`config.mk`:
```
export PLATFORM = sky130hd
export DESIGN_NAME = sum_bcd_converter_flat
export DESIGN_NICKNAME = d
export VERILOG_FILES = /design/src/rtl/sum_bcd_converter_if.sv /design/src/rtl/sum_bcd_converter.sv /design/src/flat_wrapper.sv
export SDC_FILE = /design/constraint.sdc
export NUM_CORES = 1
export LEC_CHECK = 0
export CORE_ASPECT_RATIO = 1.4
export CORE_UTILIZATION = 40
export CTS_CLUSTER_DIAMETER = 60
export DETAILED_ROUTE_END_ITERATION = 10
export PLACE_DENSITY = 0.65
export RECOVER_POWER = 100
export SKIP_LAST_GASP = 1
export SLEW_MARGIN = 10
export SYNTH_ARGS = -nofsm -noshare
export SYNTH_HDL_FRONTEND = slang
export SYNTH_SLANG_ARGS = --single-unit
```
`constraint.sdc`:
```
create_clock -name clk -period 3.1 [get_ports clk]
set_input_delay 0.62 -clock clk [delete_from_list [all_inputs] [get_ports clk]]
set_output_delay 0.62 -clock clk [all_outputs]
set_load 0.005 [all_outputs]
```
`src/rtl/sum_bcd_converter_if.sv`:
```
// rtl/sum_bcd_converter_if.sv - request/result bundle between adder side and BCD converter
interface sum_bcd_converter_if;
  logic        start;
  logic [7:0]  sum;
  logic        carry_out;
  logic        overflow_indicator;
  logic        signed_mode;
  logic        busy;
  logic        done;
  logic [11:0] bcd;
  logic        sign;
  logic        error;

  // Requester side: presents operands and start, observes status and result
  modport master (
    output start, sum, carry_out, overflow_indicator, signed_mode,
    input  busy, done, bcd, sign, error
  );

  // Converter side
  modport slave (
    input  start, sum, carry_out, overflow_indicator, signed_mode,
    output busy, done, bcd, sign, error
  );
endinterface

```
`src/rtl/sum_bcd_converter.sv`:
```
// rtl/sum_bcd_converter.sv - sequential double-dabble converter of adder result to 3 BCD digits
module sum_bcd_converter (
  input  logic                 clk,
  input  logic                 reset,
  sum_bcd_converter_if.slave   bus
);

  typedef enum logic {IDLE, SHIFT} state_t;

  state_t      state_q;
  logic [8:0]  value_q;
  logic [8:0]  value_d;
  logic [11:0] scratch_q;
  logic [11:0] scratch_d;
  logic [11:0] scratch_adj;
  logic [3:0]  cnt_q;
  logic        sign_cap_q;
  logic        err_cap_q;
  logic        busy_q;
  logic        done_q;
  logic [11:0] bcd_q;
  logic        sign_q;
  logic        error_q;

  logic [7:0]  mag;
  logic [8:0]  cap_value;
  logic        cap_sign;
  logic        cap_err;

  // Operand selection at capture: unsigned takes carry as value MSB, signed takes |sum|
  always_comb begin
    mag       = bus.sum[7] ? (~bus.sum + 8'd1) : bus.sum;
    cap_value = {bus.carry_out, bus.sum};
    cap_sign  = 1'b0;
    cap_err   = 1'b0;
    if (bus.signed_mode) begin
      cap_value = {1'b0, mag};
      cap_sign  = bus.sum[7];
      cap_err   = bus.overflow_indicator;
    end
  end

  // One double-dabble step: add 3 to digits >= 5, then shift value MSB into scratch
  always_comb begin
    scratch_adj = scratch_q;
    for (int d = 0; d < 3; d++) begin
      if (scratch_q[d*4 +: 4] >= 4'd5) begin
        scratch_adj[d*4 +: 4] = scratch_q[d*4 +: 4] + 4'd3;
      end
    end
    scratch_d = {scratch_adj[10:0], value_q[8]};
    value_d   = {value_q[7:0], 1'b0};
  end

  // Control FSM with registered status and result outputs
  always_ff @(posedge clk) begin
    if (reset) begin
      state_q    <= IDLE;
      value_q    <= '0;
      scratch_q  <= '0;
      cnt_q      <= '0;
      sign_cap_q <= 1'b0;
      err_cap_q  <= 1'b0;
      busy_q     <= 1'b0;
      done_q     <= 1'b0;
      bcd_q      <= '0;
      sign_q     <= 1'b0;
      error_q    <= 1'b0;
    end else begin
      done_q <= 1'b0;
      case (state_q)
        IDLE: begin
          if (bus.start) begin
            value_q    <= cap_value;
            scratch_q  <= '0;
            cnt_q      <= '0;
            sign_cap_q <= cap_sign;
            err_cap_q  <= cap_err;
            busy_q     <= 1'b1;
            state_q    <= SHIFT;
          end
        end
        SHIFT: begin
          scratch_q <= scratch_d;
          value_q   <= value_d;
          cnt_q     <= cnt_q + 4'd1;
          // Ninth shift has consumed every value bit; publish result
          if (cnt_q == 4'd8) begin
            bcd_q   <= scratch_d;
            sign_q  <= sign_cap_q;
            error_q <= err_cap_q;
            done_q  <= 1'b1;
            busy_q  <= 1'b0;
            state_q <= IDLE;
          end
        end
        default: state_q <= IDLE;
      endcase
    end
  end

  assign bus.busy  = busy_q;
  assign bus.done  = done_q;
  assign bus.bcd   = bcd_q;
  assign bus.sign  = sign_q;
  assign bus.error = error_q;

endmodule

```
`src/flat_wrapper.sv`:
```
// flat-port wrapper written by rule: the top's interface ports become plain ports
module sum_bcd_converter_flat 
  (clk, reset, bus_start, bus_sum, bus_carry_out, bus_overflow_indicator, bus_signed_mode, bus_busy, bus_done, bus_bcd, bus_sign, bus_error);
  sum_bcd_converter_if bus_i ();
  input  logic clk;
  input  logic reset;
  input wire logic [$bits(bus_i.start)-1:0] bus_start;
  input wire logic [$bits(bus_i.sum)-1:0] bus_sum;
  input wire logic [$bits(bus_i.carry_out)-1:0] bus_carry_out;
  input wire logic [$bits(bus_i.overflow_indicator)-1:0] bus_overflow_indicator;
  input wire logic [$bits(bus_i.signed_mode)-1:0] bus_signed_mode;
  output wire logic [$bits(bus_i.busy)-1:0] bus_busy;
  output wire logic [$bits(bus_i.done)-1:0] bus_done;
  output wire logic [$bits(bus_i.bcd)-1:0] bus_bcd;
  output wire logic [$bits(bus_i.sign)-1:0] bus_sign;
  output wire logic [$bits(bus_i.error)-1:0] bus_error;
  assign bus_i.start = bus_start;
  assign bus_i.sum = bus_sum;
  assign bus_i.carry_out = bus_carry_out;
  assign bus_i.overflow_indicator = bus_overflow_indicator;
  assign bus_i.signed_mode = bus_signed_mode;
  assign bus_busy = bus_i.busy;
  assign bus_done = bus_i.done;
  assign bus_bcd = bus_i.bcd;
  assign bus_sign = bus_i.sign;
  assign bus_error = bus_i.error;
  sum_bcd_converter u_core (.clk(clk), .reset(reset), .bus(bus_i));
endmodule
```
Word level (Yosys, flattened, before mapping). Cells that the tools add are included.

Register bits: 44. Latch bits: 0. Memory bits (writable): 0. Memory bits (read-only): 0. Input port bits: 14. Output and inout bits: 16. Memories kept: 0.

Add/sub/neg operators: 5. Multipliers: 0. Div/mod/pow operators: 0. Magnitude comparators: 3. Equality and inequality tests: 3. Shift-type cells: 0. Muxes and demuxes: 20. Bitwise logic cells: 2. Reductions and logical operators: 4.

Operators by type and width (number): $pmux W12 S2 (1); $mux W9 (2); $pmux W9 S2 (1); $ge A4 B3 Y1 const B (3); $mux W12 (1); $mux W4 (3); $add A4 B2 Y4 const B (2); $add A8 B1 Y8 const B (1); $mux W8 (1); $not A8 Y8 (1); $pmux W4 S2 (1); $mux W1 (7); $reduce_and A2 Y1 (3); $add A4 B1 Y4 const B (1); $eq A4 B4 Y1 const B (1); $ne A2 B2 Y1 const B (2); $pmux W1 S2 (2); $add A3 B2 Y3 const B (1); $mux W3 (1); $reduce_or A2 Y1 (1); $not A1 Y1 (1).

Logic depth before layout (Yosys ltp). Gate-level depths: netlist of run 1.

Depth after elaboration: 6. Gate-level depth with buffers: 8. Depth with buffers taken out: 6.

Least setup slack after synthesis of run 1. Ideal clock, no wire load.

Path type: input to register. From: in bus_sum[0]. To: reg u_core.value_q[1]. Setup time: 70 ps. Arrival: 1417 ps. Setup slack: 1613 ps. Stages: 5. Buffers on the path: 0. Cell sequence: inv_1 > ha_1 > nand3_1 > a311o_1 > a21oi_1.

Word-level cells in the longest chain between the ends: 6.

RTL lines: from (decl) (RTL line flat_wrapper.sv:8) `input wire logic [$bits(bus_i.sum)-1:0] bus_sum;`; $not A8 Y8 (RTL line sum_bcd_converter.sv:32) `mag = bus.sum[7] ? (~bus.sum + 8'd1) : bus.sum;`; $add A8 B1 Y8 (RTL line sum_bcd_converter.sv:32); $mux W8 (RTL line sum_bcd_converter.sv:32); $mux W9 (RTL line sum_bcd_converter.sv:36) `if (bus.signed_mode) begin`; $mux W9 (RTL line sum_bcd_converter.sv:73) `if (bus.start) begin`; $pmux W9 S2 (RTL line sum_bcd_converter.sv:71) `case (state_q)`; to (signal assigned) (RTL line sum_bcd_converter.sv:74) `value_q <= cap_value;`; to (signal assigned) (RTL line sum_bcd_converter.sv:85) `value_q <= value_d;`; to (decl) (RTL line sum_bcd_converter.sv:11) `logic [8:0] value_q;`.

Every way passes these cells. The select of a mux whose other input is x is not followed. A chain may end at the register's enable or synchronous reset.

==> results of run 1 <==
path summary, 6_finish.rpt:
check | start | end | cells after the start
max reg2reg | u_core.cnt_q[0] | u_core.bus.error | 5
min reg2reg | u_core.bus.bcd[6] | u_core.bus.bcd[6] | 2
max | reset | u_core.bus.error | 5
min | u_core.bus.bcd[6] | u_core.bus.bcd[6] | 2
worst max-delay path: cells and delay by family:
family	cells	cell delay, ns
AO/OA/AOI/OAI	1	0.22
AND/OR/NAND/NOR	1	0.57
buffers and inverters	3	1.12
where the power goes:
part / switching (W) / leakage [nW] / internal (W)
Sequential: 0.00000811 / 0.357 / 0.000578
Clock: 0.000184 / 0.0410 / 0.000153
Combinational: 0.0000533 / 0.516 / 0.0000451
Total: 0.000246 / 0.914 / 0.000776
state kept, by name, summed over array words and instances, names as in the netlist:
register           count
u_core.bus.busy        1
u_core.err_cap_q       1
u_core.cnt_q           4
u_core.state_q         1
u_core.bus.error       1
u_core.value_q         9
u_core.sign_cap_q      1
u_core.bus.done        1
u_core.bus.sign        1
u_core.scratch_q      12
u_core.bus.bcd        12
kinds of logic after synthesis:
kind of cell / synth area share (%)
AND/OR/NAND/NOR: 21.1
multiplexers: 2.94
adder cells (fa/ha/maj): 5.40
AO/OA/AOI/OAI: 19.5
XOR/XNOR: 2.94
flip-flops: 42.3
buffers and inverters: 5.88
routing by layer:
metal / part of all wire [%] / GRT usage [%]
met1: 44 / 17.2
met2: 51 / 28.0
met3: 3.0 / 3.93
met4: 2.1 / 7.40
met5: 0 / 0
per-stage QoR:
step                      util, %  instances
after floorplan                 -        238
after global placement       48.7        321
after detailed placement     48.7        321
after CTS                    50.2        328
after global routing         49.9        328
final                        49.9        328
placed cells by master (no fill, tap or decap), types with 2 or more instances in the layout:
master and count:
nor3_1 7, a21oi_1 28, ha_1 9, clkdlybuf4s50_1 11
nand3_1 6, dfxtp_1 44, nor2_1 13, mux2i_1 2
nand3b_1 11, a22o_1 3, xnor2_1 7, nor3b_1 12
nand2_1 15, mux2_4 2, nand2b_1 8, inv_1 12
o21ai_0 25, clkbuf_8 5, o22ai_1 4, nor2b_1 4
dlygate4sd3_1 18, a21o_1 2
layout make-up:
class | count | area (um^2)
fillers | 485 | 2460
inverters | 12 | 45.0
clock inverters | 1 | 5.00
clock buffers | 6 | 72.6
repair buffers | 31 | 303
well taps | 64 | 80.1
flip-flops and latches | 44 | 881
multi-input cells | 170 | 1070
==> results.toml, run 1 <==
[floorplan]
floorplan.initialDensity_pct = 42.4
die_footprint_mm2 = 0.00551
chipWidth_um = 63.0
rows = 30
chipHeight_um = 87.4
io_pins = 30
coreArea_mm2 = 0.00492

[logic_synthesis]
yosys_warnings = 0
synthFlopType = "dfxtp_1"
synthDominantAreaCellType = "dfxtp_1"
synth_async_sr_flop_share_pct = 0
synth.ff_latch_count = 44
synth_area_mm2 = 0.00208
synth_cell_types = 36
yosysSeqAreaShare_pct = 42.3
post_synth_inst_count = 238
post_synth.cell_area_avg_um2 = 8.76
synth_top_cells_by_count = "dfxtp_1, a21oi_1, nand2_1, o21ai_0, nor2_1"
synth_edf_count = 0
post-synth-top-area-fraction_pct = 42.3
syn-num-nets = 261
synth.top_cells.by_area = "dfxtp_1, a21oi_1, ha_1, nor3b_1, nand3b_1"
yosysMostFrequentCell = "dfxtp_1"

[sta]
worst_pin_slew_ns = 1.13
timing.final.ws_setup_ns = 0.743
fin_worst_hold_slack_ns = 0.451
grt_setup_unrepaired = "false"
finalCriticalPeriod_ns = 2.36
setup_violations = 0
clock_skew_ns = 0.0115
sum_of_negative_setup_slack_ns = 0
finalMaxSlewViolations = 0
fmax_ghz = 0.424
worst_slew_margin_rel_pct = 24.6
final_hold_viol_count = 0
layout_worst_path_cycle_share_pct = 76.0

[setup_path]
cp-start-kind = "input port"
crit_arrival_ns = 2.54
setup.worst_path.end_class = "flop"
worst-path-max-fanout = 23
path_cells = "dlygate4sd3_1, clkbuf_2, or2_0, inv_1, a22o_1"
critical_path.slowest_cell = "or2_0"
cp_slowest_stage_delay_ns = 0.57
timing.setup.critical_path_class = "in -> reg"
rrSetupSlack_ns = 1.09
worst_ep_required_time_ns = 3.29

[layout]
nets = 287
post_route_cells_drive_above_1_share_pct = 4.55
area_growth_syn_to_layout_pct = 17.8
num_antenna_cells = 0
layout_cell_area_excl_fill_mm2 = 0.00246

[clock_network]
clock_sinks = 44
tritoncts_clock_tree = "yes"
tritoncts.num_buffers = 5
cts_setup_buffers = 0
cts_max_path_buffers = 2
ctsRootBufferMaster = "clkbuf_8"
clk_latency_ns = 0.30
hold_buffers = 0
clock_tree.htree_level_count = 2
ctsResizeCount = 0
clock_transition_at_path_regs_ns = 0.08

[route]
drt_first_iter_violations = 58
route.detailed.drc = 0
via_per_inst = 5.24
totalWireLength_um = 3940
vias = 1719
wire_per_inst_um = 12.0
drt_pre_antenna_iters = 4
final_antenna_net_count = 0

[global_route]
antenna_violations_before_repair = 0
track_usage_pct = 15.7
grt_overflow = 0
via_count_of_the_first_global_routing_pass = 1554
grt_first_pass_wirelength_um = 6710
grt_start_max_net_pins = 46

[place]
postPlaceCellArea_mm2 = 0.00239
final_estimated_routing_congestion_in_global_placement = 0.753
detailedPlacementHpwl_um = 2870
placement.io_buffers = 29
place_worst_setup_slack_ns = 0.742

[flow_run]
max_cap_viol_count = 0

[run_status]
run_status = "complete, no violations"

[power]
power_per_cell_area_mw_per_mm2 = 416
max-vdd-ir-drop_mv = 0.264
power_w = 0.00102
leakage_nw = 0.914

[min_path]
worstHoldPathType = "reg -> reg"
Note: power is estimated with default switching activity, not from simulation.
==> run 2: changes to the inputs <==
PLACE_DENSITY = 0.67   (was 0.65)
clock period = 2 ns   (was 3.1 ns; I/O delays follow)
==> run 2 against run 1 <==
  * Global-route usage increased by 0.19 points
  * Register-to-register slack got worse by 0.74 ns
  * Sequential power increased by 55%
  * Critical endpoint is now u_core.value_q[6]
  * First-iteration DRC count decreased by 19%
  * Non-clock buffer count increased by 5
  * Sequential share of layout area decreased by 1.1 points
  * Largest power group unchanged
  * Setup slack got worse by 0.41 ns
  * Critical path type unchanged
  * Core utilization increased by 1.5 points
==> results.toml, run 2 (same netlist as run 1, synthesis figures left out) <==
[setup_path]
cp-start-kind = "input port"
timing.setup.critical_path_class = "in -> reg"
critical_path.slowest_cell = "dlygate4sd3_1"
worst-path-max-fanout = 13
regToRegStartpoint = "u_core.cnt_q[1]"
worst_path_dominant_cell_family = "buffers and inverters"
path_buf_inv = 1
cp_slowest_stage_delay_ns = 0.77
crit_arrival_ns = 1.90
path_cells = "dlygate4sd3_1, nor2b_1, nand2b_1, o22ai_1"
endpoint_of_the_worst_register_to_register_path = "u_core.bus.sign"
worst_ep_required_time_ns = 2.23
setup.worst_path.end_class = "flop"
rrSetupSlack_ns = 0.35
reg2reg_depth = 5

[power]
power_per_cell_area_mw_per_mm2 = 702
leakage_nw = 0.951
power_w = 0.00178
max-vdd-ir-drop_mv = 0.434

[min_path]
holdCritStartpoint = "u_core.bus.bcd[10]"
timing.hold.worst_endpoint = "u_core.bus.bcd[10]"
worst_hold_path.num_cells = 2
worstHoldPathType = "reg -> reg"

[place]
placement.io_buffers = 29
final_estimated_routing_congestion_in_global_placement = 0.748
postPlaceCellArea_mm2 = 0.00243
dpl.cell_count = 326
detailedPlacementHpwl_um = 2910

[route]
via_per_inst = 5.18
wire_per_inst_um = 11.9
totalWireLength_um = 3970
vias = 1729
route.detailed.drc = 0
final_antenna_net_count = 0
drt_pre_antenna_iters = 4
drt_first_iter_violations = 47

[sta]
fin_worst_hold_slack_ns = 0.451
final_hold_viol_count = 0
setup_violations = 0
layout_worst_path_cycle_share_pct = 83.5
worst_pin_slew_ns = 0.637
fmax_ghz = 0.599
finalMaxSlewViolations = 0
worst_slew_margin_rel_pct = 57.4
clock_skew_ns = 0.00865
finalCriticalPeriod_ns = 1.67
grt_setup_unrepaired = "false"

[flow_run]
max_cap_viol_count = 0

[clock_network]
clock_transition_at_path_regs_ns = 0.09
cts_max_path_buffers = 2
cts_setup_buffers = 0
tritoncts_clock_tree = "yes"
ctsResizeCount = 1
hold_buffers = 0
clock_tree.htree_level_count = 2
clock_sinks = 44
clk_latency_ns = 0.30
tritoncts.num_buffers = 5
ctsRootBufferMaster = "clkbuf_8"

[floorplan]
rows = 30
chipHeight_um = 87.4
chipWidth_um = 63.0
coreArea_mm2 = 0.00492
io_pins = 30
die_footprint_mm2 = 0.00551
floorplan.initialDensity_pct = 42.4

[global_route]
antenna_violations_before_repair = 0
via_count_of_the_first_global_routing_pass = 1591
grt_overflow = 0
grt_start_max_net_pins = 46
track_usage_pct = 15.9
grt_first_pass_wirelength_um = 6940

[layout]
post_layout_nonfiller_instances = 334
nets = 292
layout.filler_cells = 477
num_antenna_cells = 0
most-common-layout-cells = "dfxtp_1, a21oi_1, o21ai_0, dlygate4sd3_1, nand2_1"
final_common_cell = "dfxtp_1"
post_route_cells_drive_above_1_share_pct = 5.93
layout_cell_area_excl_fill_mm2 = 0.00253
area_growth_syn_to_layout_pct = 21.4

[run_status]
run_status = "complete, no violations"
[run 2: how the worst max path moves through the flow]
stage | start | end | slack, ns | cells after the start
floorplan | u_core.scratch_q[8] | u_core.scratch_q[10] | 0.57 | 6
global placement | reset | u_core.bus.sign | -0.06 | 3
detailed placement | reset | u_core.bus.sign | -0.07 | 3
CTS | u_core.cnt_q[1] | u_core.bus.sign | 0.31 | 5
global route | u_core.cnt_q[1] | u_core.bus.bcd[5] | 0.19 | 6
finish | bus_start | u_core.value_q[6] | 0.33 | 4
[run 2: worst register-to-register path: stages, from the launching register on]
cell and delay, ns:
dfxtp_1 0.38, inv_1 0.07, ha_1 0.19, nand4b_1 0.13, nor2b_2 0.57, a22o_1 0.25
[run 2: routing by layer]
metal | vias up | track usage [%] | part of all wire [%]
met5 | - | 0 | 0
met2 | 35 | 28.6 | 50
li1 | 895 | - | -
met3 | 8 | 3.80 | 3.3
met1 | 791 | 17.5 | 44
met4 | 0 | 6.77 | 2.0
[run 2: area by class of cell]
class | instances | area, um^2 | share of cell area, %
clock buffer | 6 | 82.6 | 3.26
clock inverter | 2 | 38.8 | 1.53
inverter | 12 | 45.0 | 1.78
multi-input combinational | 170 | 1070 | 42.2
sequential | 44 | 881 | 34.8
tap | 64 | 80.1 | 3.16
timing repair buffer | 36 | 335 | 13.2
[run 2: stage by stage]
step                      setup slack, ns  TNS [ns]  utilization [%]
after global placement            -0.0570    -0.336             49.4
after detailed placement          -0.0689    -0.474             49.4
after CTS                           0.310         0             51.9
after global routing                0.186         0             51.5
after floorplan                     0.573         0                -
final                               0.330         0             51.5
[run 2: where the power goes]
group / internal (W) / switching, W / leakage (nW)
sequential: 0.000895 / 0.0000108 / 0.357
combinational: 0.0000735 / 0.0000847 / 0.533
clock: 0.000408 / 0.000304 / 0.0614
total: 0.00138 / 0.000400 / 0.951
